`src/rtl/he_dft_pkg.sv`:
```
// he_dft_pkg: shared definitions for the DFT coefficient path.
//   - Default DATA_WIDTH / ADDR_WIDTH for bram_unit and its readers.
//   - Reader FSM state enum.
//   - bitrev(): reverse the low n bits of a word, leaving upper bits untouched.
package he_dft_pkg;

    localparam int unsigned DEF_DATA_WIDTH = 18;
    localparam int unsigned DEF_ADDR_WIDTH = 10;

    typedef enum logic [1:0] {
        StIdle,
        StRun,
        StDrain,
        StFlush
    } state_e;

    // n = 0 returns v unchanged, which gives linear addressing.
    function automatic logic [31:0] bitrev(input logic [31:0] v, input int n);
        logic [31:0] r;
        r = v;
        for (int i = 0; i < 32; i++) begin
            if (i < n) r[i] = v[n - 1 - i];
        end
        return r;
    endfunction

endpackage

```
`src/rtl/bram_stream_reader_if.sv`:
```
// bram_stream_reader_if: valid/ready coefficient stream.
//   m_valid  word valid (master -> slave)
//   m_ready  slave accepts when m_valid & m_ready
//   m_data   coefficient word
//   m_last   marks the final word of a burst
interface bram_stream_reader_if #(
    parameter int unsigned DATA_WIDTH = 18
);
    logic                  m_valid;
    logic                  m_ready;
    logic [DATA_WIDTH-1:0] m_data;
    logic                  m_last;

    modport master (output m_valid, output m_data, output m_last, input m_ready);
    modport slave  (input m_valid, input m_data, input m_last, output m_ready);
endinterface

```
`src/rtl/stream_fifo2.sv`:
```
// stream_fifo2: 2-entry FIFO holding {last, data} words.
//   clk, rst   clock, async active-high reset (contents cleared to 0)
//   push       write push_data this cycle
//   pop        consume the head this cycle (caller only pops when not empty)
//   pop_data   head entry
//   count      occupancy 0..2
//   empty      count == 0
// Simultaneous push and pop are allowed even when full: the overwritten slot is
// the head that is consumed on the same edge.
module stream_fifo2 #(
    parameter int unsigned WIDTH = 19
) (
    input  logic             clk,
    input  logic             rst,
    input  logic             push,
    input  logic [WIDTH-1:0] push_data,
    input  logic             pop,
    output logic [WIDTH-1:0] pop_data,
    output logic [1:0]       count,
    output logic             empty
);

    logic [WIDTH-1:0] mem_q [2];
    logic             wr_ptr_q;
    logic             rd_ptr_q;
    logic [1:0]       count_q;

    always_ff @(posedge clk or posedge rst) begin
        if (rst) begin
            mem_q[0] <= '0;
            mem_q[1] <= '0;
            wr_ptr_q <= 1'b0;
            rd_ptr_q <= 1'b0;
            count_q  <= 2'd0;
        end else begin
            if (push) begin
                mem_q[wr_ptr_q] <= push_data;
                wr_ptr_q        <= ~wr_ptr_q;
            end
            if (pop) rd_ptr_q <= ~rd_ptr_q;
            case ({push, pop})
                2'b10:   count_q <= count_q + 2'd1;
                2'b01:   count_q <= count_q - 2'd1;
                default: count_q <= count_q;
            endcase
        end
    end

    assign pop_data = mem_q[rd_ptr_q];
    assign count    = count_q;
    assign empty    = (count_q == 2'd0);

endmodule

```
`src/rtl/bram_stream_reader.sv`:
```
// bram_stream_reader: streams num_words coefficients from a bram_unit (1-cycle
// registered read) starting at base_addr, on a valid/ready interface.
//   clk, rst         clock, async active-high reset
//   start            begin a burst (ignored while busy)
//   base_addr        first address, sampled with start
//   num_words        burst length 0..2^ADDR_WIDTH, sampled with start
//   rev_bits         (BIT_REVERSE_EN only) low offset bits to bit-reverse
//   busy             burst in progress
//   done             1-cycle pulse after the last word, or after a zero-length burst
//   bram_addr_read   read address to bram_unit
//   bram_data        read data from bram_unit
//   m                stream master (m_valid/m_ready/m_data/m_last)
// Optional feature macro: BIT_REVERSE_EN (adds rev_bits, bit-reversed addressing).
module bram_stream_reader
    import he_dft_pkg::*;
#(
    parameter int unsigned DATA_WIDTH = DEF_DATA_WIDTH,
    parameter int unsigned ADDR_WIDTH = DEF_ADDR_WIDTH
) (
    input  logic                        clk,
    input  logic                        rst,
    input  logic                        start,
    input  logic [ADDR_WIDTH-1:0]       base_addr,
    input  logic [ADDR_WIDTH:0]         num_words,
`ifdef BIT_REVERSE_EN
    input  logic [$clog2(ADDR_WIDTH+1)-1:0] rev_bits,
`endif
    output logic                        busy,
    output logic                        done,
    output logic [ADDR_WIDTH-1:0]       bram_addr_read,
    input  logic [DATA_WIDTH-1:0]       bram_data,
    bram_stream_reader_if.master        m
);

    state_e                state_q;
    logic                  busy_q;
    logic                  done_q;
    logic [ADDR_WIDTH-1:0] base_q;
    logic [ADDR_WIDTH-1:0] addr_q;
    logic [ADDR_WIDTH:0]   num_q;
    logic [ADDR_WIDTH:0]   offset_q;
    logic                  inflight_q;
    logic                  inflight_last_q;
`ifdef BIT_REVERSE_EN
    logic [$clog2(ADDR_WIDTH+1)-1:0] rev_q;
    logic [31:0]           rev_full;
`endif

    logic [1:0]            fifo_count;
    logic                  fifo_empty;
    logic [DATA_WIDTH:0]   fifo_out;
    logic                  pop;
    logic [2:0]            occupancy;
    logic                  issue;
    logic                  issue_last;
    logic [ADDR_WIDTH-1:0] offset_addr;

    assign pop = m.m_valid & m.m_ready;

    // Words held or on their way once this edge completes; keeps FIFO from overflowing.
    assign occupancy  = {1'b0, fifo_count} + {2'b00, inflight_q} - {2'b00, pop};
    assign issue      = (state_q == StRun) && (occupancy < 3'd2);
    assign issue_last = (offset_q == num_q - 1'b1);

`ifdef BIT_REVERSE_EN
    assign rev_full    = bitrev(32'(offset_q[ADDR_WIDTH-1:0]), int'(rev_q));
    assign offset_addr = rev_full[ADDR_WIDTH-1:0];
`else
    assign offset_addr = offset_q[ADDR_WIDTH-1:0];
`endif

    // Address is presented in the issue cycle and held otherwise.
    assign bram_addr_read = issue ? (base_q + offset_addr) : addr_q;

    always_ff @(posedge clk or posedge rst) begin
        if (rst) begin
            state_q         <= StIdle;
            busy_q          <= 1'b0;
            done_q          <= 1'b0;
            base_q          <= '0;
            addr_q          <= '0;
            num_q           <= '0;
            offset_q        <= '0;
            inflight_q      <= 1'b0;
            inflight_last_q <= 1'b0;
`ifdef BIT_REVERSE_EN
            rev_q           <= '0;
`endif
        end else begin
            done_q          <= 1'b0;
            addr_q          <= bram_addr_read;
            inflight_q      <= issue;
            inflight_last_q <= issue & issue_last;
            case (state_q)
                StIdle: begin
                    if (start) begin
                        base_q   <= base_addr;
                        num_q    <= num_words;
                        offset_q <= '0;
                        busy_q   <= 1'b1;
`ifdef BIT_REVERSE_EN
                        rev_q    <= rev_bits;
`endif
                        if (num_words == '0) begin
                            state_q <= StFlush;
                            done_q  <= 1'b1;
                        end else begin
                            state_q <= StRun;
                        end
                    end
                end
                StRun: begin
                    if (issue) begin
                        offset_q <= offset_q + 1'b1;
                        if (issue_last) state_q <= StDrain;
                    end
                end
                StDrain: begin
                    if (pop && m.m_last) begin
                        state_q <= StIdle;
                        busy_q  <= 1'b0;
                        done_q  <= 1'b1;
                    end
                end
                StFlush: begin
                    state_q <= StIdle;
                    busy_q  <= 1'b0;
                end
                default: state_q <= StIdle;
            endcase
        end
    end

    stream_fifo2 #(
        .WIDTH (DATA_WIDTH + 1)
    ) u_fifo (
        .clk       (clk),
        .rst       (rst),
        .push      (inflight_q),
        .push_data ({inflight_last_q, bram_data}),
        .pop       (pop),
        .pop_data  (fifo_out),
        .count     (fifo_count),
        .empty     (fifo_empty)
    );

    assign busy     = busy_q;
    assign done     = done_q;
    assign m.m_valid = ~fifo_empty;
    assign m.m_data  = fifo_out[DATA_WIDTH-1:0];
    assign m.m_last  = ~fifo_empty & fifo_out[DATA_WIDTH];

endmodule
```
`src/flat_wrapper.sv`:
```
// flat-port wrapper written by rule: the top's interface ports become plain ports
module bram_stream_reader_flat import he_dft_pkg::*;
#(
    parameter int unsigned DATA_WIDTH = DEF_DATA_WIDTH,
    parameter int unsigned ADDR_WIDTH = DEF_ADDR_WIDTH
)
  (clk, rst, start, base_addr, num_words, busy, done, bram_addr_read, bram_data, m_m_valid, m_m_data, m_m_last, m_m_ready);
  bram_stream_reader_if #(.DATA_WIDTH(DATA_WIDTH)) m_i ();
  input  logic clk;
  input  logic rst;
  input  logic start;
  input  logic [ADDR_WIDTH-1:0] base_addr;
  input  logic [ADDR_WIDTH:0] num_words;
  output logic busy;
  output logic done;
  output logic [ADDR_WIDTH-1:0] bram_addr_read;
  input  logic [DATA_WIDTH-1:0] bram_data;
  output wire logic [$bits(m_i.m_valid)-1:0] m_m_valid;
  output wire logic [$bits(m_i.m_data)-1:0] m_m_data;
  output wire logic [$bits(m_i.m_last)-1:0] m_m_last;
  input wire logic [$bits(m_i.m_ready)-1:0] m_m_ready;
  assign m_m_valid = m_i.m_valid;
  assign m_m_data = m_i.m_data;
  assign m_m_last = m_i.m_last;
  assign m_i.m_ready = m_m_ready;
  bram_stream_reader #(.DATA_WIDTH(DATA_WIDTH), .ADDR_WIDTH(ADDR_WIDTH)) u_core (.clk(clk), .rst(rst), .start(start), .base_addr(base_addr), .num_words(num_words), .busy(busy), .done(done), .bram_addr_read(bram_addr_read), .bram_data(bram_data), .m(m_i));
endmodule
```
`config.mk`:
```
export PLATFORM = sky130hd
export DESIGN_NAME = bram_stream_reader_flat
export DESIGN_NICKNAME = d
export VERILOG_FILES = /design/src/rtl/he_dft_pkg.sv /design/src/rtl/bram_stream_reader_if.sv /design/src/rtl/stream_fifo2.sv /design/src/rtl/bram_stream_reader.sv /design/src/flat_wrapper.sv
export SDC_FILE = /design/constraint.sdc
export NUM_CORES = 1
export LEC_CHECK = 0
export ABC_AREA = 1
export CORE_AREA = 2 2 123 125
export DETAILED_ROUTE_END_ITERATION = 8
export DIE_AREA = 0 0 125 127
export PLACE_DENSITY = 0.65
export SYNTH_ARGS = -nofsm -noshare
export SYNTH_HDL_FRONTEND = slang
export SYNTH_SLANG_ARGS = --single-unit
```
`constraint.sdc`:
```
create_clock -name clk -period 3.32 [get_ports clk]
set_input_delay 0.664 -clock clk [delete_from_list [all_inputs] [get_ports clk]]
set_output_delay 0.664 -clock clk [all_outputs]
set_load 0.01 [all_outputs]
```
==> results of run 1 <==
worst min path at each step:
stage | startpoint | to | slack, ns | depth (start not counted)
floorplan | u_core.u_fifo.mem_q[0] | u_core.u_fifo.mem_q[0] | 0.45 | 2
global placement | u_core.u_fifo.mem_q[22] | u_core.u_fifo.mem_q[22] | 0.47 | 2
detailed placement | u_core.addr_q[0] | u_core.addr_q[0] | 0.46 | 2
CTS | u_core.addr_q[6] | u_core.addr_q[6] | 0.47 | 2
global route | u_core.addr_q[8] | u_core.addr_q[8] | 0.50 | 2
finish | u_core.addr_q[6] | u_core.addr_q[6] | 0.47 | 2
metal layers:
metal	wire length, microns	vias up	global-route usage
met5	0	-	0
met4	69	0	0.04771
met3	473	8	0.03643
met2	5496	71	0.2564
met1	5506	1965	0.1994
li1	-	2148	-
kinds of logic after synthesis:
group,count (synthesis),synth area share
AO/OA/AOI/OAI,98,0.1081
AND/OR/NAND/NOR,283,0.2499
adder cells (fa/ha/maj),19,0.05198
flip-flops,90,0.4632
buffers and inverters,90,0.07025
multiplexers,12,0.02779
XOR/XNOR,16,0.02882
registers in the layout, indices dropped and copies added (netlist names):
signal                  cells
u_core.u_fifo.count         2
u_core.done                 1
u_core.u_fifo.wr_ptr_q      1
u_core.inflight_last_q      1
u_core.u_fifo.mem_q        38
u_core.state_q              2
u_core.busy                 1
u_core.offset_q            11
u_core.addr_q              10
u_core.inflight_q           1
u_core.base_q              10
u_core.num_q               11
u_core.u_fifo.rd_ptr_q      1
synth_stat cells, types with 4 or more instances:
master	n
sky130_fd_sc_hd__nor2_1	35
sky130_fd_sc_hd__clkbuf_1	12
sky130_fd_sc_hd__o21ai_0	59
sky130_fd_sc_hd__xnor2_1	5
sky130_fd_sc_hd__dfrtp_1	90
sky130_fd_sc_hd__a21oi_1	25
sky130_fd_sc_hd__nand2_2	5
sky130_fd_sc_hd__inv_2	4
sky130_fd_sc_hd__mux2_2	12
sky130_fd_sc_hd__nor3_1	8
sky130_fd_sc_hd__nand4_1	6
sky130_fd_sc_hd__ha_1	17
sky130_fd_sc_hd__nand2_1	190
sky130_fd_sc_hd__nand3_1	20
sky130_fd_sc_hd__inv_1	69
sky130_fd_sc_hd__xor2_1	11
stage by stage:
step           TNS [ns]  total power [mW]  cells    util
6_report        -0.8229             5.922    894  0.4424
5_1_grt          -2.272             6.441    894  0.4424
4_1_cts          -1.657             5.820    890  0.4356
3_5_place_dp     -8.365             4.675    866  0.4095
3_3_place_gp     -8.264             4.637    866  0.4095
2_1_floorplan  -0.08584             3.517    608       -
critical path: cells and delay by family (launching register included):
| family | cells | cell delay (ns) |
|---|---|---|
| and+or+nand+nor | 6 | 0.63 |
| adders and majority gates | 2 | 0.73 |
| AOI/OAI and AO/OA | 1 | 0.15 |
| buffers and inverters | 6 | 0.55 |
| DFF | 1 | 0.39 |
report_power, final:
part           internal, mW  switching, mW
Combinational          1.44           1.64
Clock                 0.514          0.464
Sequential             1.57          0.293
cell type report:
cell class | count | area (sq um)
fill | 1461 | 8043
multi-input combinational | 428 | 2376
sequential | 90 | 2252
timing repair buffer | 103 | 960.9
inverter | 73 | 277.8
tap | 184 | 230.2
clock buffer | 9 | 225.2
clock inverter | 6 | 51.30
timing repair inverter | 1 | 7.507
what timing repair did:
item / in CTS / in global routing
pin swaps: 13 / 10
buffers inserted: 8 / 5
cloned: 1 / 0
endpoints found under the setup margin: 10 / 10
resized for setup: 76 / 19
==> impl.org, run 1 <==
** Finish
- The finished cells cover 6381 sq um.
- Fraction of final layout cells sized beyond drive strength 1 :: 0.1634
- The library cell used most frequently in the layout, excluding fill and tap cells, is sky130_fd_sc_hd__nand2_1.
- In the layout the commonest cells are sky130_fd_sc_hd__nand2_1, sky130_fd_sc_hd__dfrtp_1, sky130_fd_sc_hd__inv_1.
- Antenna diodes :: 0
- Layout overhead on the synthesized area :: 31.24%
- Total Nets Final :: 768

** Route
- Iteration count of the initial detailed-routing pass :: 5
- Number of remaining DRC errors :: 0
- In this run the remaining antenna-violating nets after routing total 0.
- Via density per instance :: 4.689
- Avg WL per Cell :: 12.91 microns
- Vias :: 4192
- After detailed routing, the total wire length is 11550 microns.
- Detailed Route Iter0 Violations :: 279

** Synth
- Counting every net in the synthesized netlist gives 670.
- The share of the Yosys chip area taken by registers is 0.4632.
- Fraction of registers with async set/reset :: 1.000
- Count of distinct cell types in the synthesized netlist :: 40
- Combined area of all synthesized cells :: 4862 sq um
- Top FF cell, synth :: sky130_fd_sc_hd__dfrtp_1
- After synthesis, the cell types taking the most area are sky130_fd_sc_hd__dfrtp_1, sky130_fd_sc_hd__nand2_1, sky130_fd_sc_hd__o21ai_0, sky130_fd_sc_hd__inv_1, sky130_fd_sc_hd__ha_1.
- Synthesis handed over a netlist of 608 instances.
- Yosys Warn Count :: 0
- Count of flip-flops with a built-in enable after synthesis :: 0
- Of the post-synthesis cell area, the dominant cell type holds 0.4632.
- Synthesis inferred 90 register bits.
- Each instance of the synthesized netlist takes up on average 7.997 sq um.
- Post-synth top area cell :: sky130_fd_sc_hd__dfrtp_1

** Worst setup path
- Critical path destination :: bram_addr_read[4]
- The most critical setup path has its startpoint at u_core.u_fifo.count[1].
- Cell with the most instances on the worst path :: sky130_fd_sc_hd__inv_2
- Of all nets on the critical path, the largest fanout is 3.
- For this run, the slowest stage of the critical path takes 0.52 ns.
- Category of the critical setup timing path :: flip-flop to output pin
- The setup check on the worst reg-to-reg path leaves a slack of 0.78 ns.
- FF-to-FF End :: u_core.offset_q[6]
- Cells along the critical path :: nor2_2 > inv_2 > nand2_2 > inv_2 > ha_4 > inv_2 > nand2_2 > fa_1 > nand3_2 > nor2_4 > buf_6 > buf_6 > nand2_4 > o21ai_2 > buf_2
- The worst setup path is launched from a flip-flop.
- Endpoint required time on the critical path :: 2.66 ns
- In this run the critical register-to-register path is launched from u_core.u_fifo.count[1].
- The slowest stage of the critical path belongs to the cell sky130_fd_sc_hd__fa_1.
- At the worst endpoint, the arrival time is 2.79 ns.
- Number of cells traversed by the worst register-to-register path :: 16
- Crit path capture type :: output pin

** Floorplan
- The initial utilization of the core area, before any placement, comes to 0.3371.
- For this design the top-level I/O count stands at 75.
- Number of rows created at floorplan :: 44
- In this run the vertical extent of the chip is 127 microns.
- Die area :: 15880 sq um
- Floorplan core area :: 14420 sq um
- Die Wd :: 125 microns

** Global routing
- The initial antenna violation count came to 0.
- First-pass GRT wire length :: 19880 microns
- Total global routing overflow :: 0
- Entering global routing, the biggest net connects 40 pins.
- Vias in the first global route :: 4192
- Combined global-route utilization of all metal layers :: 0.1537

** Status
- The flow ran to the end, but the final reports show violations.
- Violated checks :: setup timing

** Timing
- PnR worst setup slack :: -0.1358 ns
- The final number of max-transition violations was 0.
- Number of endpoints failing setup at the final stage :: 10
- Slew @ Worst Pin :: 1.100 ns
- Setup Skew :: 0.01022 ns
- Hold is met by 0.4714 ns.
- For the finished layout, the period the worst path requires is 3.456 ns.
- Worst-case headroom to the max-slew limit :: 0.2651
- Final period util :: 1.041
- Number of hold-slack violations in the final timing report :: 0
- RSZ-0062 raised after global routing :: yes
- Timing would allow up to 289.4 MHz.

** Placement
- Weighted congestion at the end of routability-driven global placement :: 0.8736
- Buffers placed on the I/O ports in this run total 74.
- In this run the cell area measured after placement is 5907 sq um.
- Summed over all nets, the half-perimeter wirelength after detailed placement is 8269 microns.
- Before CTS, the worst setup slack after placement is -0.8856 ns.

** CTS
- The number of hold buffers added after CTS was 0.
- Clock-pin slew of the registers on the worst-case setup and hold paths :: 0.07 ns
- Buffers inserted during clock tree synthesis total 9.
- H-tree depth reported by CTS :: 3
- Clock root buffer master :: sky130_fd_sc_hd__clkbuf_16
- The clock reaches the later pin of the worst-skew pair after 0.35 ns.
- The clock drives 90 sinks.
- The clock passes through at most 2 buffers.
- CTS tree :: done

** Hold path
- The min-delay analysis places its worst path in the category flip-flop to flip-flop.

** Power
- The worst-case IR drop observed on VDD is 422.8 uV.
- In this run the static leakage power is 3.098 nW.
- For this design the ratio of total power to cell area is 928.0 nW/um^2.

** Job
- Number of maximum-capacitance violations :: 0
Power figures use the tool's default switching activity.
==> run 2, diff against run 1 <==
--- a/config.mk
+++ b/config.mk
@@ -9,7 +9,9 @@
 export CORE_AREA = 2 2 123 125
 export DETAILED_ROUTE_END_ITERATION = 8
 export DIE_AREA = 0 0 125 127
+export GPL_TIMING_DRIVEN = 0
 export PLACE_DENSITY = 0.65
 export SYNTH_ARGS = -nofsm -noshare
 export SYNTH_HDL_FRONTEND = slang
+export SYNTH_HIERARCHICAL = 1
 export SYNTH_SLANG_ARGS = --single-unit
==> run 2 against run 1 <==
Net effect: the flow now finishes without violations; register-to-register slack gained 0.02 ns; sequential cell count is the same; combinational power shrank 6%; non-clock buffer count grew 3; fmax grew 7.6%; sequential share of layout area grew 0.47 points; final area shrank 1.2%; clock power grew 8%; routed wire length grew 2.0%; synthesized cell count grew 3.1%; worst setup slack gained 0.24 ns.
==> impl.org, run 2 <==
** Finish
- Max reg flops :: 38
- Leaving out fill and tap cells, the most frequent cell in the layout is sky130_fd_sc_hd__nand2_1.
- From synthesis to final layout, the design area changed by 30.43%.
- In the final layout, the registers with the most flip-flops are u_core/u_fifo/mem_q x38, u_core/num_q x11, u_core/offset_q x11.
- Storage element area :: 2256 sq um
- Number of filler instances in the final layout :: 1464
- The number of antenna diodes in the final layout is 0.
- At the end of the flow the core is filled with cells to 0.4373.
- Largest register by flop count :: u_core/u_fifo/mem_q
- Leaving out fill and tap cells, the most frequent cells in the layout are sky130_fd_sc_hd__nand2_1, sky130_fd_sc_hd__inv_1, sky130_fd_sc_hd__dfrtp_1.
- For this run, the post-layout net count is 784.
- In the final layout, the share of cells above drive strength 1 is 0.1313.
- Area of the multi-input gates :: 2157 sq um

** CTS
- H-tree depth reported by CTS :: 3
- The clock passes through at most 2 buffers.
- Clock root buffer master :: sky130_fd_sc_hd__clkbuf_16
- For this design, the sink count on the clock tree is 90.
- TritonCTS built the clock tree.
- At the later pin of the worst-skew pair, clock insertion delay measures 0.34 ns.
- Clock-pin slew was measured on the worst setup and hold paths at 0.06 ns.
- CTS Buf Count :: 9
- The number of hold buffers added after CTS was 0.

** Synth
- Count of distinct cell types in the synthesized netlist :: 40
- Yosys instantiated no cell more often than sky130_fd_sc_hd__nand2_1.
- The commonest cells after synthesis are sky130_fd_sc_hd__nand2_1, sky130_fd_sc_hd__inv_1, sky130_fd_sc_hd__dfrtp_1, sky130_fd_sc_hd__o21ai_0, sky130_fd_sc_hd__nand3_1.
- Yosys Warn Count :: 6
- Post-Synthesis Net Count :: 685
- Avg Synthesized Cell Area :: 7.713 sq um
- Post-synthesis sequential area ratio :: 0.4657
- Top FF cell, synth :: sky130_fd_sc_hd__dfrtp_1
- By area the synthesized netlist is led by sky130_fd_sc_hd__dfrtp_1, sky130_fd_sc_hd__nand2_1, sky130_fd_sc_hd__inv_1, sky130_fd_sc_hd__o21ai_0, sky130_fd_sc_hd__ha_1.
- Fraction of post-synthesis cell area in the top cell type by area :: 0.4657
- Synthesis produced a netlist whose cell count is 627.
- In this run the cell area of the synthesized design comes to 4836 sq um.
- Synthesis inferred 90 register bits.
- Fraction of registers with async set/reset :: 1.000
- Counting flops with a built-in enable in the synthesized netlist gives 0.
- The biggest area contributor in the post-synthesis netlist is sky130_fd_sc_hd__dfrtp_1.

** Floorplan
- The initialized floorplan defines 44 standard-cell rows.
- Die Wd :: 125 microns
- Floorplan core area :: 14420 sq um
- Effective utilization at floorplan :: 0.3353
- Pin placement for this block handled 75 I/O pins.
- Die height :: 127 microns
- Die area :: 15880 sq um

** Global routing
- Combined global-route utilization of all metal layers :: 0.1562
- Entering global routing, the biggest net connects 43 pins.
- Vias in the first global route :: 4143
- The first global-routing pass estimated 20040 microns of wire.
- Antenna violations before repair :: 0
- Summed over all layers, the global routing overflow is 0.

** Worst setup path
- Data on the critical path is required at its endpoint by 2.66 ns.
- The worst register-to-register path has a setup slack of 0.80 ns.
- Number of cells traversed by the worst register-to-register path :: 15
- The setup path with the least slack is of type flip-flop to output pin.
- STA classifies the critical path endpoint as an output pin.
- Launching point of the worst reg2reg path :: u_core/u_fifo/count[0]
- The endpoint identified for the worst register-to-register timing path is u_core/offset_q[8].
- Critical path startpoint category :: flip-flop
- Largest fanout of any net on the critical path :: 5
- Worst EP arrival :: 2.55 ns

** Hold path
- The worst hold path was traced through 2 stages.
- The worst hold path belongs to the class flip-flop to flip-flop.
- Startpoint of the worst hold path :: u_core/addr_q[4]
- For hold timing, the worst endpoint is u_core/addr_q[4].

** Power
- IR analysis of the VDD net gives a maximum drop of 368.3 uV.
- Power per cell area :: 922.3 nW/um^2
- Lkg Pwr :: 3.088 nW

** Route
- Once detail routing completed, the nets flagged for antenna violations numbered 0.
- Avg WL per Cell :: 12.87 microns
- Overall routed net length :: 11770 microns
- Via density per instance :: 4.659
- Iteration count of the initial detailed-routing pass :: 6
- In the routed design, unresolved DRC markers number 0.
- Summing over every cut layer, the via total after detailed routing is 4263.
- Detailed Route Iter0 Violations :: 296

** Timing
- PnR worst setup slack :: 0.1091 ns
- At the pin with the least slew margin, the transition time is 0.8821 ns.
- Based on the critical path, the design can be clocked at up to 311.4 MHz.
- Final period util :: 0.9671
- Setup violations remaining at the end of the flow were counted as 0.
- Number of hold-slack violations in the final timing report :: 0
- Headroom to the max-slew limit came out at 0.4111.
- Tmin final :: 3.211 ns
- The final number of max-transition violations is 0.
- Setup Skew :: 0.005516 ns

** Placement
- DP Wirelength :: 8549 microns
- Input and output buffers added on the ports amount to 74.
- Prior to clock tree synthesis, the placed netlist has a worst setup slack of -1.288 ns.
- At the end of routability-driven placement, the weighted congestion stood at 0.8842.

** Status
- Result of the run :: complete, no violations

** Job
- Number of maximum-capacitance violations :: 0
-- run 2: cell types whose count changed in the layout (fill, tap and decap cells not counted), moves of 7 or more --
cell,delta
sky130_fd_sc_hd__buf_4,-12
sky130_fd_sc_hd__a21oi_1,-13
sky130_fd_sc_hd__nor2_1,-10
sky130_fd_sc_hd__nand3_1,+8
sky130_fd_sc_hd__nand2_2,-11
sky130_fd_sc_hd__clkbuf_1,+7
sky130_fd_sc_hd__o21ai_1,+14
sky130_fd_sc_hd__o21ai_0,+14
sky130_fd_sc_hd__mux2_2,-12
sky130_fd_sc_hd__nand2_1,+8
sky130_fd_sc_hd__inv_1,+30
-- run 2: power by group --
| group | total (mW) | switching (mW) | internal, mW |
|---|---|---|---|
| Sequential | 1.86 | 0.299 | 1.57 |
| Clock | 1.06 | 0.434 | 0.627 |
| Combinational | 2.89 | 1.61 | 1.28 |
-- run 2: layout make-up --
cell class                      count  area share
Clock inverter                      5    0.009720
Multi-Input combinational cell    412      0.3420
Sequential cell                    90      0.3577
Buffer                             18     0.01785
Tap cell                          184     0.03650
Timing Repair Buffer               88      0.1315
Clock buffer                       11     0.04007
Inverter                          107     0.06467
-- run 2: logic make-up after synthesis --
family / share of synthesized area
adder cells (fa/ha/maj): 0.04192
buffers and inverters: 0.1022
XOR/XNOR: 0.01992
flip-flops: 0.4657
AO/OA/AOI/OAI: 0.1169
AND/OR/NAND/NOR: 0.2533
-- run 2: per-stage QoR --
step                area, sq um  total power [mW]  hold slack, ns    TNS (ns)  cells
floorplan                  4836             3.516          0.4529           0    627
global placement           5807             4.527          0.4657      -11.41    885
detailed placement         5827             4.576          0.4727      -12.21    886
CTS                        6292             5.844          0.4756           0    914
global route               6307             6.336          0.4881  -0.0005398    915
finish                     6307             5.817          0.4703           0    915
-- run 2: worst max-delay path by stage --
stage                                    to  cells after the start              startpoint
after floorplan           bram_addr_read[1]                      9               m_m_ready
after global routing      bram_addr_read[6]                     10      u_core/offset_q[0]
after CTS                 bram_addr_read[8]                     13               m_m_ready
after global placement    bram_addr_read[1]                     11               m_m_ready
after detailed placement  bram_addr_read[1]                     11               m_m_ready
final                     bram_addr_read[8]                     11  u_core/u_fifo/count[0]
-- run 2: per-layer routing --
metal | routed length (microns) | track usage | vias up
met2 | 5674 | 0.2545 | 104
met5 | 0 | 0 | -
met4 | 110 | 0.05686 | 0
met3 | 552 | 0.03601 | 8
met1 | 5438 | 0.2046 | 1980
li1 | - | - | 2171
-- run 2: repair_timing --
action	4_1_cts	5_1_grt
setup buffers	11	1
pin swaps	5	4
cloned	1	0
endpoints found under the setup margin	10	10
resized for setup	66	11
-- run 2: critical path, cell delays in order, from the launching register on --
cell                       delay [ns]
sky130_fd_sc_hd__dfrtp_2         0.44
sky130_fd_sc_hd__nor2_4          0.14
sky130_fd_sc_hd__nor2_4          0.06
sky130_fd_sc_hd__ha_4            0.27
sky130_fd_sc_hd__nor2_4          0.03
sky130_fd_sc_hd__fa_2            0.52
sky130_fd_sc_hd__inv_2           0.05
sky130_fd_sc_hd__nand4_4         0.12
sky130_fd_sc_hd__clkinv_4        0.10
sky130_fd_sc_hd__buf_6           0.13
sky130_fd_sc_hd__a31oi_2         0.18
sky130_fd_sc_hd__buf_2           0.16
==> patch 1 (settings of run 1) <==
Change the package constant `DEF_ADDR_WIDTH` from 10 to 9.
--- a/src/rtl/he_dft_pkg.sv
+++ b/src/rtl/he_dft_pkg.sv
@@ -7,3 +7,3 @@
     localparam int unsigned DEF_DATA_WIDTH = 18;
-    localparam int unsigned DEF_ADDR_WIDTH = 10;
+    localparam int unsigned DEF_ADDR_WIDTH = 9;
 
Interface: changed (resized base_addr, bram_addr_read and num_words); port bits go from 75 to 72. No check against the original RTL was run, so the function may have changed too.
==> patch 1 against run 1 <==
Final area is 4.9% lower; total power decreased by 4.4%; utilization decreased by 2.2 points; maximum frequency increased by 4.6%; setup slack better by 150 ps; sequential cell count down 4; count of clock-buffer cells in the layout rose by 2; routed wire length fell by 6.6%; via count decreased by 6.0%; area after synthesis down 6.6%; global-route usage fell by 1.3 points; critical path depth unchanged; largest cell class unchanged; largest power group unchanged.
==> patch 1: results (changes against run 1) <==
| Step | Quantity | This run | Delta |
|:---|:---|:---|:---|
| layout | Clock buffer count | 11 | was 9 |
| drt | Total iterations of the first detailed-routing run | 4 | was 5 |
| global route | Wire length of the first global-routing pass | 18140 um | was 19880 um |
| global route | Pin count of the biggest net entering global routing | 45 | was 40 |
| logic synthesis | Share of the synthesized area in compound gates (AO/OA/AOI/OAI) | 0.1013 | was 0.1081 |
| layout | Final clock-cell share | 0.04844 | was 0.04333 |
| drt | Average detailed-routed wire length per instance | 12.54 um | was 12.91 um |
| layout | Non-clock buffer share | 0.1614 | was 0.1506 |
| place | Half-perimeter wire length after detailed placement | 7510 um | was 8269 um |
| power and ir drop | Pwr per Cell Area | 933.1 mW/mm^2 | was 928.0 mW/mm^2 |
| cts | Clock sinks | 86 | was 90 |
| global route | Met1 Usage GRT | 0.1790 | was 0.1994 |
| place | Instance area at placement | 0.005552 mm^2 | was 0.005907 mm^2 |
| power and ir drop | Sw power | 2.209 mW | was 2.393 mW |
| logic synthesis | Ranking of synthesized cells by instance count | nand2_1 (181), dfrtp_1 (86), inv_1 (62), o21ai_0 (52), nor2_1 (35) | was nand2_1 (190), dfrtp_1 (90), inv_1 (69), o21ai_0 (59), nor2_1 (35) |
| layout | Number of signal-net buffers in the layout | 109 | was 103 |
| logic synthesis | Sequential-to-total area share from yosys stat | 0.4737 | was 0.4632 |
| layout | Total area of sequential cells | 0.002152 mm^2 | was 0.002252 mm^2 |
| place | Routability Congestion | 0.8375 | was 0.8736 |
| global route | GRT Util Overall | 0.1403 | was 0.1537 |
| setup path | Endpoint arrival time on the critical path | 2640 ps | was 2790 ps |
| layout | Registers with the most flip-flops | u_core.u_fifo.mem_q x38, u_core.num_q x10, u_core.offset_q x10 | was u_core.u_fifo.mem_q x38, u_core.num_q x11, u_core.offset_q x11 |
| layout | Nets | 729 | was 768 |
| drt | Number of DRC markers in iteration 0 | 205 | was 279 |
| setup path | Largest stage delay on the critical path | 500 ps | was 520 ps |
| global route | Initial antenna violation count | 1 | was 0 |
| status | Outcome | complete, no violations | was complete, but fails checks |
| power and ir drop | Comb power frac | 0.511 | was 0.520 |
| layout | Number of multi-input combinational cells | 398 | was 428 |
| drt | Vias | 3941 | was 4192 |
| layout | Filler cells | 1458 | was 1461 |
| layout | ANT cells | 1 | was 0 |
[patch 1: path summary, 6_finish.rpt]
path,to,slack [ps],start,cells past startpoint
setup / recovery,bram_addr_read[7],20,m_m_ready,15
hold / removal,u_core.u_fifo.mem_q[30]$_DFFE_PP0P_,480,u_core.u_fifo.mem_q[30]$_DFFE_PP0P_,2
setup reg to reg,u_core.addr_q[7]$_DFF_PP0_,120,u_core.u_fifo.count[0]$_DFFE_PP0N_,21
hold reg to reg,u_core.u_fifo.mem_q[30]$_DFFE_PP0P_,480,u_core.u_fifo.mem_q[30]$_DFFE_PP0P_,2
max in group asynchronous,u_core.num_q[1]$_DFFE_PP0P_,2060,rst,3
min in group asynchronous,u_core.addr_q[0]$_DFF_PP0_,650,rst,2
[patch 1: repair_timing]
action | CTS | global route
setup endpoints to repair | 9 | 10
pin swaps | 8 | 6
gates resized for setup | 70 | 7
endpoints found under the hold margin | 0 | 0
setup buffers | 16 | 6
==> patch 2 (flow settings as in run 1) <==
Made on the original files. Reset style: synchronous (`rst`), changed in 2 clocked blocks. Comments in the files are not updated.
--- a/src/rtl/stream_fifo2.sv
+++ b/src/rtl/stream_fifo2.sv
@@ -27,3 +27,3 @@
 
-    always_ff @(posedge clk or posedge rst) begin
+    always_ff @(posedge clk) begin
         if (rst) begin
--- a/src/rtl/bram_stream_reader.sv
+++ b/src/rtl/bram_stream_reader.sv
@@ -74,3 +74,3 @@
 
-    always_ff @(posedge clk or posedge rst) begin
+    always_ff @(posedge clk) begin
         if (rst) begin
Check against the original RTL: differs if rst is asserted again (counterexample within 4 cycles, from zero or initial values and one cycle with rst high); with rst held inactive, the same outputs for 10 cycles.
==> patch 2 against run 1 <==
Sequential cell count up 1; total power decreased by 20%; final area fell by 1.1%; setup slack improved by 200 ps; largest power group unchanged; cell count grew 2.7%; critical path depth is 1 lower; largest cell class unchanged; clock skew is 3.8 ps lower; critical path type is now primary input to output pin; sequential share of layout area decreased by 0.38 points; register-to-register slack better by 80 ps; routed wire length decreased by 2.5%; area after synthesis fell by 0.80%; synthesized cell count grew 3.9%.
==> patch 2: results (changes against run 1) <==
| Step | Quantity | This run | Delta |
|:---|:---|:---|:---|
| status | Outcome | complete, no violations | was complete, but fails checks |
| setup path | Register-to-Register Setup Slack | 860 ps | was 780 ps |
| layout | Fraction of layout instances using a drive strength above 1 | 0.1526 | was 0.1634 |
| drt | Number of DRC markers in iteration 0 | 214 | was 279 |
| layout | Nets | 791 | was 768 |
| logic synthesis | Sequential-to-total area share from yosys stat | 0.4565 | was 0.4632 |
| logic synthesis | Ranking of synthesized cells by instance count | nand2_1 (139), nor2_1 (96), inv_1 (86), dfxtp_1 (53), a21oi_1 (39) | was nand2_1 (190), dfrtp_1 (90), inv_1 (69), o21ai_0 (59), nor2_1 (35) |
| hold path | Beginning of the worst hold path | u_core.u_fifo.rd_ptr_q$_SDFFE_PP0P_ | was u_core.addr_q[6]$_DFF_PP0_ |
| hold path | Worst Hold End | u_core.u_fifo.rd_ptr_q$_SDFFE_PP0P_ | was u_core.addr_q[6]$_DFF_PP0_ |
| setup path | Last element of the critical path | bram_addr_read[2] | was bram_addr_read[4] |
| drt | Vias | 4208 | was 4192 |
| logic synthesis | Post-Syn Area per Cell | 7.632 um^2 | was 7.997 um^2 |
| power and ir drop | Leakage | 2.818 nW | was 3.098 nW |
| logic synthesis | Area contributors post-synth | edfxtp_1 (24%), dfxtp_1 (22%), nand2_1 (11%) | was dfrtp_1 (46%), nand2_1 (15%), o21ai_0 (6.1%) |
| setup path | Endpoint arrival time on the critical path | 2590 ps | was 2790 ps |
| setup path | Worst setup startpoint | m_m_ready | was u_core.u_fifo.count[1]$_DFFE_PP0N_ |
| setup path | Largest driver fanout on the critical path | 8 | was 3 |
| place | Instance count after placement with tap cells included | 897 | was 866 |
| global route | Pin count of the biggest net entering global routing | 32 | was 40 |
| global route | Vias in the first global route | 4082 | was 4192 |
| drt | Total iterations of the first detailed-routing run | 4 | was 5 |
| place | Routability Congestion | 0.8469 | was 0.8736 |
| logic synthesis | Share of async-settable or async-resettable flops after synthesis | 0 | was 1.000 |
| timing | Worst slack on hold paths | 455.8 ps | was 471.4 ps |
| logic synthesis | Ys flop type | dfxtp_1 | was dfrtp_1 |
| hold path | Number of stages on the worst hold path | 1 | was 2 |
| global route | Global routing met3 resource utilization | 0.04062 | was 0.03643 |
| timing | Final clock skew | 6.431 ps | was 10.22 ps |
| logic synthesis | Syn nets | 694 | was 670 |
| place | Worst slack at placement | -877.6 ps | was -885.6 ps |
| place | Half-perimeter wire length after detailed placement | 8143 um | was 8269 um |
| global route | Wire length of the first global-routing pass | 18980 um | was 19880 um |
| logic synthesis | Number of enable-type register cells in the synthesized netlist | 38 | was 0 |
patch 2: cell count changes in the layout (fill, tap and decap cells not counted), moves of 12 or more:
cell      change
edfxtp_1     +38
inv_1        +14
dfxtp_1      +51
nor2_1       +60
nand2_1      -43
dfrtp_1      -90
mux2_2       -12
o21ai_0      -16
patch 2: what timing repair did:
action / CTS / global route
buffers inserted: 4 / 2
endpoints found under the setup margin: 10 / 10
pin swaps: 8 / 8
gates resized for setup: 62 / 17
patch 2: layout make-up:
cell class,count,area (um^2)
fill,1466,8110
inverter,90,337.8
tap,184,230.2
timing repair buffer,105,932.1
clock inverter,7,90.09
clock buffer,9,225.2
sequential,91,2205
multi-input combinational,432,2293
patch 2: critical path, cell delays in order:
cell and delay [ps]:
clkdlybuf4s15_2 190, nand2_1 80, inv_2 50, ha_4 210, inv_2 60, nand2_2 50, fa_2 540, nand2_4 70
nor2_4 140, buf_6 150, or2_4 110, inv_2 30, a21oi_2 90, buf_2 140
patch 2: metal layers:
metal | up-vias | routed length, um | share of wire
met5 | - | 0 | 0
met4 | 0 | 72 | 0.0064
met3 | 6 | 572 | 0.051
met2 | 89 | 5459 | 0.49
met1 | 1899 | 5148 | 0.46
li1 | 2214 | - | -
patch 2: report_power, final:
part	total [mW]	internal (mW)	switching (mW)	leakage (nW)
clock	1.08	0.606	0.478	0.156
combinational	2.17	0.988	1.18	1.83
sequential	1.46	1.36	0.107	0.828
patch 2: logic make-up after synthesis:
logic type | Yosys count | share of synthesized area
and+or+nand+nor | 308 | 0.2770
buffers and inverters | 109 | 0.08716
AOI/OAI and AO/OA | 92 | 0.1032
DFF | 91 | 0.4565
adders and majority gates | 19 | 0.05240
xor gates and xnor gates | 13 | 0.02361
